--- config.mk ---
export PLATFORM = sky130hd
export DESIGN_NAME = multdiv_ctrl
export DESIGN_NICKNAME = d
export VERILOG_FILES = /design/src/rtl/multdiv_ctrl.sv
export SDC_FILE = /design/constraint.sdc
export NUM_CORES = 2
export LEC_CHECK = 0
export CORE_MARGIN = 2
export CORE_UTILIZATION = 37
export DETAILED_ROUTE_END_ITERATION = 10
export SYNTH_ARGS = -nofsm -noshare
export SYNTH_HDL_FRONTEND = slang
export SYNTH_SLANG_ARGS = --single-unit
--- constraint.sdc ---
create_clock -name clk -period 16.4 [get_ports clk]
set_input_delay 2.46 -clock clk [delete_from_list [all_inputs] [get_ports clk]]
set_output_delay 2.46 -clock clk [all_outputs]
set_load 0.05 [all_outputs]
--- src/rtl/multdiv_ctrl.sv ---
// HI/LO multiply/divide sequencer: counter-timed multiply, restoring divide, pipeline stall.
// Optional MULTDIV_DIV0_FAST_EN: divide by zero completes in one cycle (hi=a, lo=all ones).
module multdiv_ctrl #(
    parameter int MUL_LAT   = 3,
    parameter int DIV_STEPS = 32
) (
    input  logic        clk,
    input  logic        resetn,
    input  logic        start,
    input  logic [1:0]  op,
    input  logic        is_mul,
    input  logic [31:0] a,
    input  logic [31:0] b,
    input  logic        flush,
    output logic        ready,
    output logic        stall,
    output logic        done,
    output logic [31:0] hi,
    output logic [31:0] lo,
    output logic        hilo_we,
    output logic        gpr_we
);

    // state | meaning
    // IDLE  | waiting for start, ready=1
    // MUL   | product settling, counter timing MUL_LAT
    // DIV   | one restoring step per cycle
    // FIX   | sign correction of quotient/remainder
    // DONE  | result on hi/lo, one-cycle done pulse
    typedef enum logic [2:0] {S_IDLE, S_MUL, S_DIV, S_FIX, S_DONE} state_t;

    localparam int CW      = 6;
    localparam int MUL_PRE = (MUL_LAT > 1) ? MUL_LAT - 2 : 0;

    state_t         state;
    logic [CW-1:0]  cnt;
    logic [31:0]    a_q, b_q;
    logic           sgn_q, is_mul_q;
    logic [31:0]    rem, quo, dvs;
    logic           neg_q, neg_r;

    logic [32:0]    rem_sh;
    logic [33:0]    trial;
    logic           keep;
    logic [31:0]    rem_nxt, quo_nxt;
    logic           acc_mul, acc_sgn_div;

    function automatic logic [63:0] mul64(input logic [31:0] x, input logic [31:0] y,
                                          input logic sgn);
        logic [63:0] xe, ye;
        xe = sgn ? {{32{x[31]}}, x} : {32'd0, x};
        ye = sgn ? {{32{y[31]}}, y} : {32'd0, y};
        return xe * ye;
    endfunction

    always_comb begin
        rem_sh  = {rem, quo[31]};
        trial   = {1'b0, rem_sh} - {2'b00, dvs};
        keep    = ~trial[33];
        rem_nxt = keep ? trial[31:0] : rem_sh[31:0];
        quo_nxt = {quo[30:0], keep};
    end

    // is_mul always routes to the signed multiplier, whatever op says
    assign acc_mul     = is_mul | ~op[1];
    assign acc_sgn_div = ~op[0];

    assign ready   = (state == S_IDLE);
    assign stall   = (start & ~flush & (state == S_IDLE)) |
                     (state == S_MUL) | (state == S_DIV) | (state == S_FIX);
    assign hilo_we = done & ~is_mul_q & ~flush;
    assign gpr_we  = done &  is_mul_q & ~flush;

    always_ff @(posedge clk) begin
        if (!resetn) begin
            state    <= S_IDLE;
            cnt      <= '0;
            a_q      <= '0;
            b_q      <= '0;
            sgn_q    <= 1'b0;
            is_mul_q <= 1'b0;
            rem      <= '0;
            quo      <= '0;
            dvs      <= '0;
            neg_q    <= 1'b0;
            neg_r    <= 1'b0;
            hi       <= '0;
            lo       <= '0;
            done     <= 1'b0;
        end else if (flush) begin
            state <= S_IDLE;
            done  <= 1'b0;
        end else begin
            case (state)
                S_IDLE: begin
                    done <= 1'b0;
                    if (start) begin
                        a_q      <= a;
                        b_q      <= b;
                        is_mul_q <= is_mul;
                        if (acc_mul) begin
                            sgn_q <= acc_sgn_div | is_mul;
                            cnt   <= CW'(MUL_PRE);
                            if (MUL_LAT <= 1) begin
                                {hi, lo} <= mul64(a, b, acc_sgn_div | is_mul);
                                done     <= 1'b1;
                                state    <= S_DONE;
                            end else begin
                                state <= S_MUL;
                            end
                        end else begin
                            sgn_q <= acc_sgn_div;
                            rem   <= '0;
                            quo   <= (acc_sgn_div && a[31]) ? (~a + 32'd1) : a;
                            dvs   <= (acc_sgn_div && b[31]) ? (~b + 32'd1) : b;
                            neg_q <= acc_sgn_div & (a[31] ^ b[31]);
                            neg_r <= acc_sgn_div & a[31];
                            cnt   <= CW'(DIV_STEPS - 1);
`ifdef MULTDIV_DIV0_FAST_EN
                            if (b == 32'd0) begin
                                hi    <= a;
                                lo    <= 32'hFFFF_FFFF;
                                done  <= 1'b1;
                                state <= S_DONE;
                            end else begin
                                state <= S_DIV;
                            end
`else
                            state <= S_DIV;
`endif
                        end
                    end
                end
                S_MUL: begin
                    if (cnt == '0) begin
                        {hi, lo} <= mul64(a_q, b_q, sgn_q);
                        done     <= 1'b1;
                        state    <= S_DONE;
                    end else begin
                        cnt <= cnt - 1'b1;
                    end
                end
                S_DIV: begin
                    rem <= rem_nxt;
                    quo <= quo_nxt;
                    if (cnt == '0) begin
                        state <= S_FIX;
                    end else begin
                        cnt <= cnt - 1'b1;
                    end
                end
                S_FIX: begin
                    lo    <= neg_q ? (~quo + 32'd1) : quo;
                    hi    <= neg_r ? (~rem + 32'd1) : rem;
                    done  <= 1'b1;
                    state <= S_DONE;
                end
                S_DONE: begin
                    done  <= 1'b0;
                    state <= S_IDLE;
                end
                default: begin
                    done  <= 1'b0;
                    state <= S_IDLE;
                end
            endcase
        end
    end

endmodule

==> results.sh <==
export IMPL_status="completed"
export IMPL_die_x_um=410.4
export IMPL_setup_violations=0
export IMPL_fmax_mhz=98.17
export IMPL_rsz0062_at_grt="false"
export IMPL_synthCells=6851
export IMPL_grt_pass1_vias=48680
export IMPL_hold_viol=0
export IMPL_floorplan_initialDensity_pct=37.16
export IMPL_synth_main_ff_cell="dfxtp_1"
export IMPL_ys_top_cells_by_area="fa_1, inv_1, dfxtp_1"
export IMPL_cts_max_path_buffers=3
export IMPL_min_period_ns=10.19
export IMPL_hp_start="b_q[22]"
export IMPL_postSynthAreaPerCell_sq_um=8.918
export IMPL_netlist_area_leader_share_pct=46.53
export IMPL_io_buffer_count=139
export IMPL_crit_path_frequent_cell="fa_1"
export IMPL_antenna_found_initial=9
export IMPL_fin_crit_sh_pct=62.12
export IMPL_worstPathRequired_ns=16.85
export IMPL_worstPathArrival_ns=10.63
export IMPL_critPathKind="flop to flop"
export IMPL_final_nets=8593
export IMPL_first_iter_violations=3573
export IMPL_cts_hold_buf=0
export IMPL_finalPower_mw=2.109
export IMPL_area_growth_pct=7.296
export IMPL_crit_family="adder cells"
export IMPL_grt_max_degree=75
export IMPL_regArea_sq_um=4777
export IMPL_grt_usage_pct=22.55
export IMPL_critPathMaxStageDelay_ns=0.93
export IMPL_rows=149
export IMPL_ys_seq_elements=238
export IMPL_synth_common_cells="inv_1, fa_1, nand2_1, and2_1, ha_1"
export IMPL_leakage_nw=32.47
export IMPL_synth_edf_count=0
export IMPL_power_density_nw_per_um2=32.17
export IMPL_yosys_warnings=0
export IMPL_cts_resized=0
export IMPL_async_flop_share_pct=0
export IMPL_slew_headroom_pct=19.68
export IMPL_wirelength_mm=183.8
export IMPL_dr_wl_met2_mm=81.92
export IMPL_fin_worst_skew_ns=0.03446
export IMPL_r2r_start="a_q[31]"
export IMPL_synth_largest_area_cell="fa_1"
export IMPL_seq_area_frac_synth_pct=7.798
export IMPL_cpMaxStageDelayCell="fa_1"
export IMPL_ant_nets=0
export IMPL_min_path_type="flop to flop"
export IMPL_cap_viol_max_count=0
export IMPL_fin_tns_setup_ns=0
export IMPL_clk_pin_slew_ns=0.07
export IMPL_grt_pass1_wl_mm=293.2
export IMPL_worstSetupStartpointType="flop"
export IMPL_cts_setup_buffers=0
export IMPL_io_pins=140
export IMPL_m1WireLength_mm=85.05
export IMPL_fp_dieH_um=410.4
export IMPL_grt_overflow_total=0
export IMPL_cts_max_level=1
export IMPL_cts_tree="yes"
export IMPL_clkSinkCount=238
export IMPL_cts_root_buffer="clkbuf_16"
export IMPL_drt_pre_antenna_iters=6
export IMPL_syn_area_sq_um=61100
export IMPL_worst_slew_pin_slew_ns=1.202
export IMPL_drc=0
export IMPL_num_vias=45420
export IMPL_place_area_sq_um=64620
export IMPL_worst_path_buf_inv=8
export IMPL_place_congestion=0.9295
export IMPL_post_dp_hpwl_mm=153.1
export IMPL_clk_latency_ns=0.59
export IMPL_core_sq_um=164400
export IMPL_fin_util_pct=39.87
export IMPL_synth_most_common_cell="inv_1"
export IMPL_critPathCaptureType="flop"
export IMPL_critPathLaunch="a_q[31]"
export IMPL_wire_per_inst_um=20.48
export IMPL_finalInstanceArea_sq_um=65560
export IMPL_crit_fanout=20
export IMPL_wl_met3_mm=12.24
export IMPL_vias_per_cell=5.062
export IMPL_synth_cell_types=80
export IMPL_setup_slack_ns=6.213
export IMPL_syn_num_nets=8688
export IMPL_multi_input_area_sq_um=49100
export IMPL_pre_cts_slack_ns=6.222
export IMPL_ir_drop_mv=0.07552
export IMPL_die_area_sq_um=168400
export IMPL_fillCellCount=16540
export IMPL_highest_layer="met5"
export IMPL_cts_buffers=26
export IMPL_drive_above_1_share_pct=2.730
export IMPL_slew_violations=0
final timing paths:
check / endpoint / slack (ns) / cells past startpoint
max reg2reg: hi[29] / 6.21 / 30
min reg2reg: b_q[22] / 0.45 / 2
min: b_q[22] / 0.45 / 2
max: hi[29] / 6.21 / 30
cells by family after synthesis:
group,Yosys count,synth area share [%]
mux,16,0.2642
buf+inv,1936,11.92
flops,238,7.798
compound gates,761,7.849
simple gates,1871,14.78
xor+xnor,259,3.713
fa+ha+maj,1770,53.68
worst register-to-register path: cells and delay by family, from the launching register on:
family                   cells  cell delay (ns)
flip-flops                   1             0.31
multiplexers                 1             0.22
AO/OA/AOI/OAI                3             1.17
AND/OR/NAND/NOR              7             1.17
adder cells (fa/ha/maj)     11             6.12
buffers and inverters        8             1.05
power breakdown:
| group | total, mW | internal (mW) | switching, mW |
|---|---|---|---|
| combinational | 0.857 | 0.295 | 0.562 |
| clock | 0.632 | 0.363 | 0.269 |
| sequential | 0.620 | 0.598 | 0.0219 |
| total | 2.11 | 1.26 | 0.853 |
state kept, by name, summed over array words and instances, names as in the netlist:
register,count
a_q,32
b_q,32
cnt,6
done,1
dvs,32
hi,32
is_mul_q,1
lo,32
neg_q,1
neg_r,1
quo,32
rem,32
sgn_q,1
state,3
per-stage QoR:
stage | instances | hold WS, ns
5_1_grt | 8971 | 0.4739
6_report | 8973 | 0.4518
2_1_floorplan | 6851 | 0.4435
3_3_place_gp | 8917 | 0.4439
3_5_place_dp | 8917 | 0.4469
4_1_cts | 8965 | 0.4558
cell usage in the layout, fill, tap and decap left out, types with 51 or more instances in the layout:
| master | netlist | layout |
|---|---|---|
| xor2_1 | 83 | 83 |
| nand2_1 | 852 | 850 |
| o21ai_0 | 161 | 160 |
| and2_1 | 570 | 570 |
| inv_1 | 1584 | 1584 |
| nor2_1 | 220 | 217 |
| fa_1 | 1420 | 1420 |
| xnor2_1 | 176 | 176 |
| a21oi_1 | 276 | 276 |
| clkdlybuf4s50_1 | 0 | 138 |
| dfxtp_1 | 238 | 228 |
| ha_1 | 346 | 346 |
| buf_4 | 1 | 89 |
| a21o_1 | 51 | 51 |
layout make-up:
type | instances | share of cell area (%)
multi-input cells | 4677 | 74.90
inverters | 1585 | 9.079
flip-flops and latches | 238 | 7.287
well taps | 2189 | 4.178
repair buffers | 228 | 3.134
clock buffers | 38 | 1.183
clock inverters | 10 | 0.2099
diodes | 8 | 0.03054
routing by layer:
layer,track usage [%],vias to the layer above
met5,0,-
met4,5.458,2
met3,2.494,197
met2,34.99,1497
met1,33.55,23550
li1,-,20180
No activity file was read; power rests on OpenSTA's default activity.
